===== src/rtl/mem_bus_arbiter.sv =====
`default_nettype none
// ============================================================================
// Module   : mem_bus_arbiter
// Purpose  : Round-robin two-master arbiter that decodes the winner's address
//            into a chip enable held for a per-region wait count, then pulses done.
// Revision : 1.0  initial release
// ============================================================================
module mem_bus_arbiter #(
    parameter int unsigned WAIT0  = 2,
    parameter int unsigned WAIT1  = 3,
    parameter int unsigned WAITCS = 1
) (
    input  logic        clk,
    input  logic        rst,
    input  logic        req0,
    input  logic [31:0] addr0,
    input  logic        req1,
    input  logic [31:0] addr1,
    output logic        gnt0,
    output logic        gnt1,
    output logic        done0,
    output logic        done1,
    output logic [31:0] bus_addr,
    output logic        memce0,
    output logic        memce1,
    output logic        cs
);

    localparam logic [3:0] c_wait0  = WAIT0[3:0];
    localparam logic [3:0] c_wait1  = WAIT1[3:0];
    localparam logic [3:0] c_waitcs = WAITCS[3:0];

    typedef enum logic [1:0] {
        S_IDLE   = 2'd0,
        S_ACCESS = 2'd1,
        S_DONE   = 2'd2
    } state_t;

    state_t      r_state, w_state_nxt;
    logic [3:0]  r_cnt, w_cnt_nxt;
    logic        r_last, w_last_nxt;
    logic [31:0] r_bus_addr, w_bus_addr_nxt;
    logic [1:0]  r_gnt, w_gnt_nxt;     // {gnt0, gnt1}
    logic [1:0]  r_done, w_done_nxt;   // {done0, done1}
    logic [2:0]  r_en, w_en_nxt;       // {memce0, memce1, cs}

    logic        w_win_valid;
    logic        w_win;
    logic [31:0] w_win_addr;
    logic [2:0]  w_win_en;
    logic [3:0]  w_win_wait;

    // On a tie the master that was not served last wins; r_last doubles as the current owner.
    assign w_win_valid = req0 | req1;
    assign w_win       = (req0 & req1) ? ~r_last : req1;
    assign w_win_addr  = w_win ? addr1 : addr0;

    always_comb begin
        w_win_en   = 3'b001;
        w_win_wait = c_waitcs;
        case (w_win_addr[31:30])
            2'b10: begin
                w_win_en   = 3'b100;
                w_win_wait = c_wait0;
            end
            2'b11: begin
                w_win_en   = 3'b010;
                w_win_wait = c_wait1;
            end
            default: begin
                w_win_en   = 3'b001;
                w_win_wait = c_waitcs;
            end
        endcase
    end

    always_comb begin
        w_state_nxt    = r_state;
        w_cnt_nxt      = r_cnt;
        w_last_nxt     = r_last;
        w_bus_addr_nxt = r_bus_addr;
        w_gnt_nxt      = r_gnt;
        w_en_nxt       = r_en;
        w_done_nxt     = 2'b00;
        case (r_state)
            S_IDLE: begin
                if (w_win_valid) begin
                    w_bus_addr_nxt = w_win_addr;
                    w_gnt_nxt      = w_win ? 2'b01 : 2'b10;
                    w_en_nxt       = w_win_en;
                    w_cnt_nxt      = w_win_wait;
                    w_last_nxt     = w_win;
                    w_state_nxt    = S_ACCESS;
                end
            end
            S_ACCESS: begin
                if (r_cnt != 4'd0) begin
                    w_cnt_nxt = r_cnt - 4'd1;
                end else begin
                    w_gnt_nxt   = 2'b00;
                    w_en_nxt    = 3'b000;
                    w_done_nxt  = r_last ? 2'b01 : 2'b10;
                    w_state_nxt = S_DONE;
                end
            end
            S_DONE: begin
                w_state_nxt = S_IDLE;
            end
            default: begin
                w_gnt_nxt   = 2'b00;
                w_en_nxt    = 3'b000;
                w_state_nxt = S_IDLE;
            end
        endcase
    end

    always_ff @(posedge clk or posedge rst) begin
        if (rst) begin
            r_state    <= S_IDLE;
            r_cnt      <= 4'd0;
            r_last     <= 1'b1;
            r_bus_addr <= 32'd0;
            r_gnt      <= 2'b00;
            r_done     <= 2'b00;
            r_en       <= 3'b000;
        end else begin
            r_state    <= w_state_nxt;
            r_cnt      <= w_cnt_nxt;
            r_last     <= w_last_nxt;
            r_bus_addr <= w_bus_addr_nxt;
            r_gnt      <= w_gnt_nxt;
            r_done     <= w_done_nxt;
            r_en       <= w_en_nxt;
        end
    end

    assign gnt0     = r_gnt[1];
    assign gnt1     = r_gnt[0];
    assign done0    = r_done[1];
    assign done1    = r_done[0];
    assign bus_addr = r_bus_addr;
    assign memce0   = r_en[2];
    assign memce1   = r_en[1];
    assign cs       = r_en[0];

endmodule
`default_nettype wire


===== config.mk =====
export PLATFORM = sky130hd
export DESIGN_NAME = mem_bus_arbiter
export DESIGN_NICKNAME = d
export VERILOG_FILES = /design/src/rtl/mem_bus_arbiter.sv
export SDC_FILE = /design/constraint.sdc
export NUM_CORES = 1
export LEC_CHECK = 0
export CAP_MARGIN = 20
export CORE_MARGIN = 10
export CORE_UTILIZATION = 43
export DETAILED_ROUTE_END_ITERATION = 7
export GPL_ROUTABILITY_DRIVEN = 0
export GPL_TIMING_DRIVEN = 0
export PLACE_DENSITY = 0.94
export SLEW_MARGIN = 20
export SYNTH_ARGS = -nofsm -noshare
export SYNTH_HDL_FRONTEND = slang
export SYNTH_SLANG_ARGS = --single-unit
export TNS_END_PERCENT = 50

===== constraint.sdc =====
create_clock -name clk -period 2.8 [get_ports clk]
set_input_delay 0.28 -clock clk [delete_from_list [all_inputs] [get_ports clk]]
set_output_delay 0.28 -clock clk [all_outputs]
set_load 0.02 [all_outputs]

==> metrics.md, run 1 <==
| Metric | Value |
|---|---|
| Status | completed |
| Worst Hold Class | in2async |
| DRT iter0 DRCs | 61 |
| CP arrival | between 1.5 and 2 ns |
| Area Overhead vs Synth | 59.7% |
| Initial Util | 0.443 |
| Post-synth net total | about 270 |
| Clock Skews | between 0.004 and 0.005 ns |
| XOR/XNOR share of the synthesized area | 0 |
| Mux cell area share after synthesis | 0.0536 |
| R2R setup slack | around 1.1 ns |
| Post-synth top area share | 0.542 |
| IO Count | roughly 110 |
| Tot GR Track Use | 0.154 |
| Crit Path Class | reg2reg |
| Post-synthesis register bit count | 46 |
| Reg2reg path depth | 6 |
| Vias per std cell | roughly 5.2 |
| Gate count of the mapped netlist | 199 |
| H-tree Lvls | 2 |
| CTS resizes | 0 |
| Critical R2R Capture | r_en[0]$_DFFE_PP0P_ |
| Critical Path Sink | r_en[0]$_DFFE_PP0P_ |
| Setup crit start kind | flop |
| Slew headroom | 0.689 |
| Die area | about 0.008 mm2 |
| Area contributors post-synth | dfrtp_1 54%, nand2_1 10%, a22oi_1 8.7% |
| CTS tree | yes |
| Slew @ Worst Pin | ~0.46 ns |
| Global-route wire length before repair | 9.69 mm |
| Root buffer cell | clkbuf_8 |
| Post-route minimum period | 1.72 ns |
| Clk buf depth | 2 |
| Clock transition at the registers of the reported paths | ~0.08 ns |
| Fin area | about 0.0033 mm2 |
| Routed Antenna Nets | 0 |
| # hold bufs at CTS | 0 |
| Worst r2r src | r_cnt[0]$_DFFE_PP0P_ |
| Final setup violation count | 0 |
| Clock Latency Late Sink | between 0.2 and 0.3 ns |
| Cts bufs inserted | 5 |
| Synth unique cells | 38 |
| Commonest non-fill, non-tap cell in the layout | clkdlybuf4s50_1 |
| Final Hold Fails | 0 |
| Synthesis Warnings | 0 |
| Largest area contributor in the netlist | dfrtp_1 |
| Ratio of cells with drive above 1 in the final layout | 0.0828 |
| Setup TNS Final | 0 ns |
| Leakage | 1.52 nW |
| Largest net degree at the start of global routing | 32 |
| Synth Cell Area | 0.00208 mm2 |
| Synth Area in Adders | 0.00602 |
| Core area | ~0.0047 mm2 |
| Antenna cell count | 0 |
| Max Cap Viol | 0 |
| DP Wirelength | approximately 5 mm |
| Synth Area in Compound Gates | 0.163 |
| Number of global-route vias before repair | approximately 2000 |
| Origin of the worst setup path | r_cnt[0]$_DFFE_PP0P_ |
| Port bufs | 106 |
| Final Routed Wirelength | 6.30 mm |
| Final std cells w/o fill | around 370 |
| Post-synth top flop | dfrtp_1 |
| Worst VDD drop | ~0.6 mV |
| Crit path max fanout | 5 |
| Nets | ~380 |
| DR WL/cell | ~17 um |
| Via count | 1916 |
| Worst EP required | 2.98 ns |
| Max Freq | 580 MHz |
| Final Cycle Share | 0.615 |
| Placed cell count | between 300 and 400 |
| Cell Rows | 25 |
| FFs w/ async S/R, synth | 1.00 |
| Main combinational cell family by area after synthesis | simple AND/OR/NAND/NOR gates |
| PD cells | between 1000 and 1500 mW/mm2 |
| Initial antenna violation count | 0 |
| Critical Path Sink Type | flop |
| Post-placement cell area | approximately 0.0032 mm2 |
| Final Max Tran Viols | 0 |
| Seq/Total Area, Yosys | 0.554 |
| Synthesized area per cell | 10.4 um2 |
| Power, Total | about 3.4 mW |
| Clock Sinks | 46 |
| Simple-Gate Fraction of Synth Area | 0.177 |
| RSZ-0062 raised after global routing | false |
| Layout fillers | 350 |
| Drt drc | 0 |
| Chip width | 89.5 um |
| First-pass iteration count of the detailed router | 4 |
| Die height | 89.5 um |
| Most frequent cells in the layout | 106 x clkdlybuf4s50_1, 56 x nand2_1, 45 x dfrtp_1 |
| Min Hold Slack | 0.300 ns |
| Post-CTS Setup Inserts | 0 |
| Number of synthesized flops with an enable pin | 0 |
| Grt total ovfl | 0 |
## Yosys cell counts (2+ instances only)
master,number
nand2_1,56
dfrtp_1,45
a22oi_1,24
mux2i_1,10
buf_2,8
o21ai_1,7
inv_1,6
nor2_1,5
a21o_1,4
a22o_1,3
buf_6,2
nor3b_1,2
o21ai_0,2
## where the power goes
part | switching (mW) | internal, mW | total [mW]
Clock | 0.208 | 0.199 | 0.408
Combinational | 0.981 | 0.869 | 1.85
Sequential | 0.165 | 0.981 | 1.15
Total | 1.35 | 2.05 | 3.40
## registers in the layout (all words and copies together), names as in the netlist
name      flops
bus_addr     32
r_cnt         4
r_done        2
r_en          3
r_gnt         2
r_last        1
r_state       2
## per-stage QoR
stage               setup WS, ns   util
floorplan                   1.30      -
global placement           0.549  0.683
detailed placement         0.807  0.688
CTS                         1.07  0.707
global route               0.952  0.707
finish                      1.08  0.707
## area by class of cell
type	instances	area, um2	area share
plain buffers	12	73.8	0.0222
clock buffers	7	86.3	0.0260
clock inverters	1	5.00	0.00151
inverters	6	22.5	0.00679
multi-input cells	135	830	0.250
flip-flops and latches	46	1150	0.347
well taps	54	67.6	0.0204
repair buffers	107	1080	0.326
## routing by layer
| metal | share of wire | wire length [um] | GRT usage |
|---|---|---|---|
| met5 | 0 | 0 | 0 |
| met4 | 0.0029 | 18 | 0.0390 |
| met3 | 0.085 | 538 | 0.0520 |
| met2 | 0.52 | 3250 | 0.275 |
| met1 | 0.40 | 2490 | 0.169 |
## worst min-delay path by stage
stage	from	end	slack [ns]
finish	rst	bus_addr[17]$_DFFE_PP0P_	0.30
global route	rst	bus_addr[17]$_DFFE_PP0P_	0.32
CTS	rst	bus_addr[17]$_DFFE_PP0P_	0.29
detailed placement	bus_addr[10]$_DFFE_PP0P_	bus_addr[10]$_DFFE_PP0P_	0.46
global placement	bus_addr[14]$_DFFE_PP0P_	bus_addr[14]$_DFFE_PP0P_	0.45
floorplan	addr0[11]	bus_addr[11]$_DFFE_PP0P_	0.42
## critical path, cell delays in order, from the launching register on
cell	delay (ns)
dfrtp_1	0.42
inv_1	0.07
ha_1	0.19
nor3b_1	0.41
o21a_1	0.16
nor2_1	0.09
a22o_1	0.27
## logic make-up after synthesis
group	count (synthesis)
compound gates	46
mux	11
fa+ha+maj	1
flops	46
simple gates	77
buf+inv	18
Note: power is estimated with default switching activity, not from simulation.
==> run 2, diff against run 1 <==
- CORE_UTILIZATION: 43 -> 36
- PLACE_DENSITY: 0.94 -> 0.85
- clock period: 2.8 -> 1.41 ns (I/O delays scaled with it)
==> run 2 against run 1 <==
  * The flow now finishes with violations (negative setup slack)
  * Cell area is 12% higher
  * Critical path depth stayed put
  * Combinational power is 120% higher
  * Critical path type unchanged
==> metrics.md, run 2 (synthesis results as in run 1) <==
| Metric | Value |
|---|---|
| Largest net degree at the start of global routing | 28 (-13%) |
| Worst EP required | 1.58 ns (-1.40 ns) |
| Status | finished, violations left |
| Area Overhead vs Synth | 78.6% |
| Routed Antenna Nets | 0 (unchanged) |
| Initial antenna violation count | 0 (unchanged) |
| Critical Path Sink Type | flop |
| Clk buf depth | 2 (unchanged) |
| Post-Route M1 WL | 2.73 mm (+9.4%) |
| RSZ-0062 raised after global routing | true |
| Final setup violation count | 16 (+16) |
| Grt total ovfl | 0 (unchanged) |
| Power, Total | 7.28 mW (+110%) |
| Worst Hold Class | in2async |
| Crit path max fanout | 5 (unchanged) |
| Ratio of cells with drive above 1 in the final layout | 0.215 (+0.132) |
| CP delay by family, top | flip-flops |
| Clock Sinks | 46 (unchanged) |
| Slew headroom | 0.589 (-0.0995) |
| Initial Util | 0.375 (-0.0678) |
| Highest routed metal layer | met4 |
| Slew @ Worst Pin | 0.615 ns (+0.152 ns) |
| Root buffer cell | clkbuf_8 |
| H-tree Lvls | 2 (unchanged) |
| IO Count | 107 (unchanged) |
| Leakage | 1.90 nW (+25%) |
| Min Hold Slack | 0.242 ns (-0.0581 ns) |
| Pre-CTS setup slack | -0.543 ns (-1.35 ns) |
| Vias per std cell | 4.91 (-5.7%) |
| Tot GR Track Use | 0.143 (-0.0108) |
| Cell Rows | 27 (+8.0%) |
| Most frequent cells in the layout | 66 x clkdlybuf4s50_1, 56 x nand2_1, 45 x dfrtp_1 |
| Die height | 96.0 um (+7.2%) |
| Clock Skews | 0.00920 ns (+0.00501 ns) |
| Max Freq | 685 MHz (+18%) |
| Max Cap Viol | 0 (unchanged) |
| Number of global-route vias before repair | 2047 (+0.69%) |
| Commonest non-fill, non-tap cell in the layout | clkdlybuf4s50_1 |
| Post-route minimum period | 1.46 ns (-0.263 ns) |
| DP Wirelength | 5.12 mm (+1.0%) |
| Final Cycle Share | 1.04 (+0.420) |
| PD cells | 1960 mW/mm2 (+91%) |
| Via count | 1955 (+2.0%) |
| Final Routed Wirelength | 6.81 mm (+8.1%) |
| Clock Latency Late Sink | 0.29 ns (about the same) |
| Final std cells w/o fill | 398 (+8.2%) |
| CTS tree | yes |
| Chip width | 96.0 um (+7.2%) |
| DR WL/cell | 17.1 um (about the same) |
| Reg2reg path depth | 6 (unchanged) |
| Slowest cell on the critical path | dfstp_2 |
| Drt drc | 0 (unchanged) |
| Final Max Tran Viols | 0 (unchanged) |
| CP cell instances | a21boi_4 > nor3b_4 > buf_6 > buf_8 > a22oi_2 > nand2_1 |
| Setup crit start kind | flop |
| Nets | 394 (+3.1%) |
| Cts bufs inserted | 5 (unchanged) |
| Met2 wire length | 3.67 mm (+13%) |
| First-pass iteration count of the detailed router | 4 (unchanged) |
| Stages on the worst setup path | 6 (unchanged) |
| Worst stage delay on the critical path | 0.57 ns (+0.15 ns) |
| Port bufs | 106 (unchanged) |
| Max reg flops | 32 (unchanged) |
| Worst VDD drop | 1.18 mV (+92%) |
| Buffer and inverter count on the worst path | 2 (+1) |
| Placed cell count | 378 (+5.0%) |
| Global-route wire length before repair | 10.3 mm (+6.6%) |
| Antenna cell count | 0 (unchanged) |
| Core area | 0.00554 mm2 (+18%) |
| Clock transition at the registers of the reported paths | 0.09 ns (about the same) |
| Met3 WL | 384 um (-29%) |
| DRT iter0 DRCs | 31 (-49%) |
| Failing checks | negative setup slack |
| Die area | 0.00921 mm2 (+15%) |
| Final Hold Fails | 0 (unchanged) |
| # hold bufs at CTS | 0 (unchanged) |
| Layout fillers | 451 (+29%) |
| CP arrival | 1.63 ns (-0.27 ns) |
| Setup WS post-layout | -0.0502 ns (-1.13 ns) |
| Crit Path Class | reg2reg |
-- run 2: changes by cell type in the layout (fill, tap and decap cells not counted), moves of 8 or more --
cell and delta:
clkdlybuf4s50_1 -40, dlygate4sd2_1 +22, a22oi_1 -21, a22oi_2 +21, dlymetal6s2s_1 +18, buf_6 +10
buf_4 +9, buf_2 -8
-- run 2: area by class of cell --
type                       instances  area, um2  area share
multi-input combinational        135        991       0.267
buffer                            10        119      0.0320
sequential                        46       1150       0.311
inverter                           6       22.5     0.00607
tap                               72       90.1      0.0243
clock buffer                       6       72.6      0.0196
timing repair buffer             121       1230       0.330
clock inverter                     2       37.5      0.0101
-- run 2: metal layers --
layer | track usage | vias to the layer above
met5 | 0 | -
met4 | 0.0221 | 0
met3 | 0.0545 | 4
met2 | 0.262 | 65
met1 | 0.155 | 941
li1 | - | 945
-- run 2: path summary, 6_finish.rpt --
kind	from	to	slack, ns
worst max register to register	r_last$_DFFE_PP1P_	bus_addr[8]$_DFFE_PP0P_	-0.05
worst max-delay path	r_last$_DFFE_PP1P_	bus_addr[8]$_DFFE_PP0P_	-0.05
worst min-delay path	rst	r_gnt[0]$_DFFE_PP0P_	0.24
min in group clk	addr0[14]	bus_addr[14]$_DFFE_PP0P_	0.45
max in group asynchronous	rst	r_last$_DFFE_PP1P_	0.57
worst min register to register	bus_addr[23]$_DFFE_PP0P_	bus_addr[23]$_DFFE_PP0P_	0.47
-- run 2: through the flow --
stage,setup TNS [ns],area [um2],utilization
after global routing,-1.77,3710,0.670
after floorplan,0,2080,-
after CTS,-0.374,3620,0.653
after detailed placement,-16.77,3260,0.589
final,-0.202,3710,0.670
after global placement,-48.33,3240,0.584
-- run 2: repair_timing --
item / CTS / global route
cloned: 1 / 0
gates resized for setup: 70 / 28
pin swaps: 35 / 7
endpoints found under the setup margin: 63 / 58
setup buffers: 11 / 2
-- run 2: report_power, final --
group / internal, mW / switching, mW / total [mW]
clock: 0.529 / 0.430 / 0.959
combinational: 1.90 / 2.15 / 4.06
sequential: 1.95 / 0.317 / 2.26
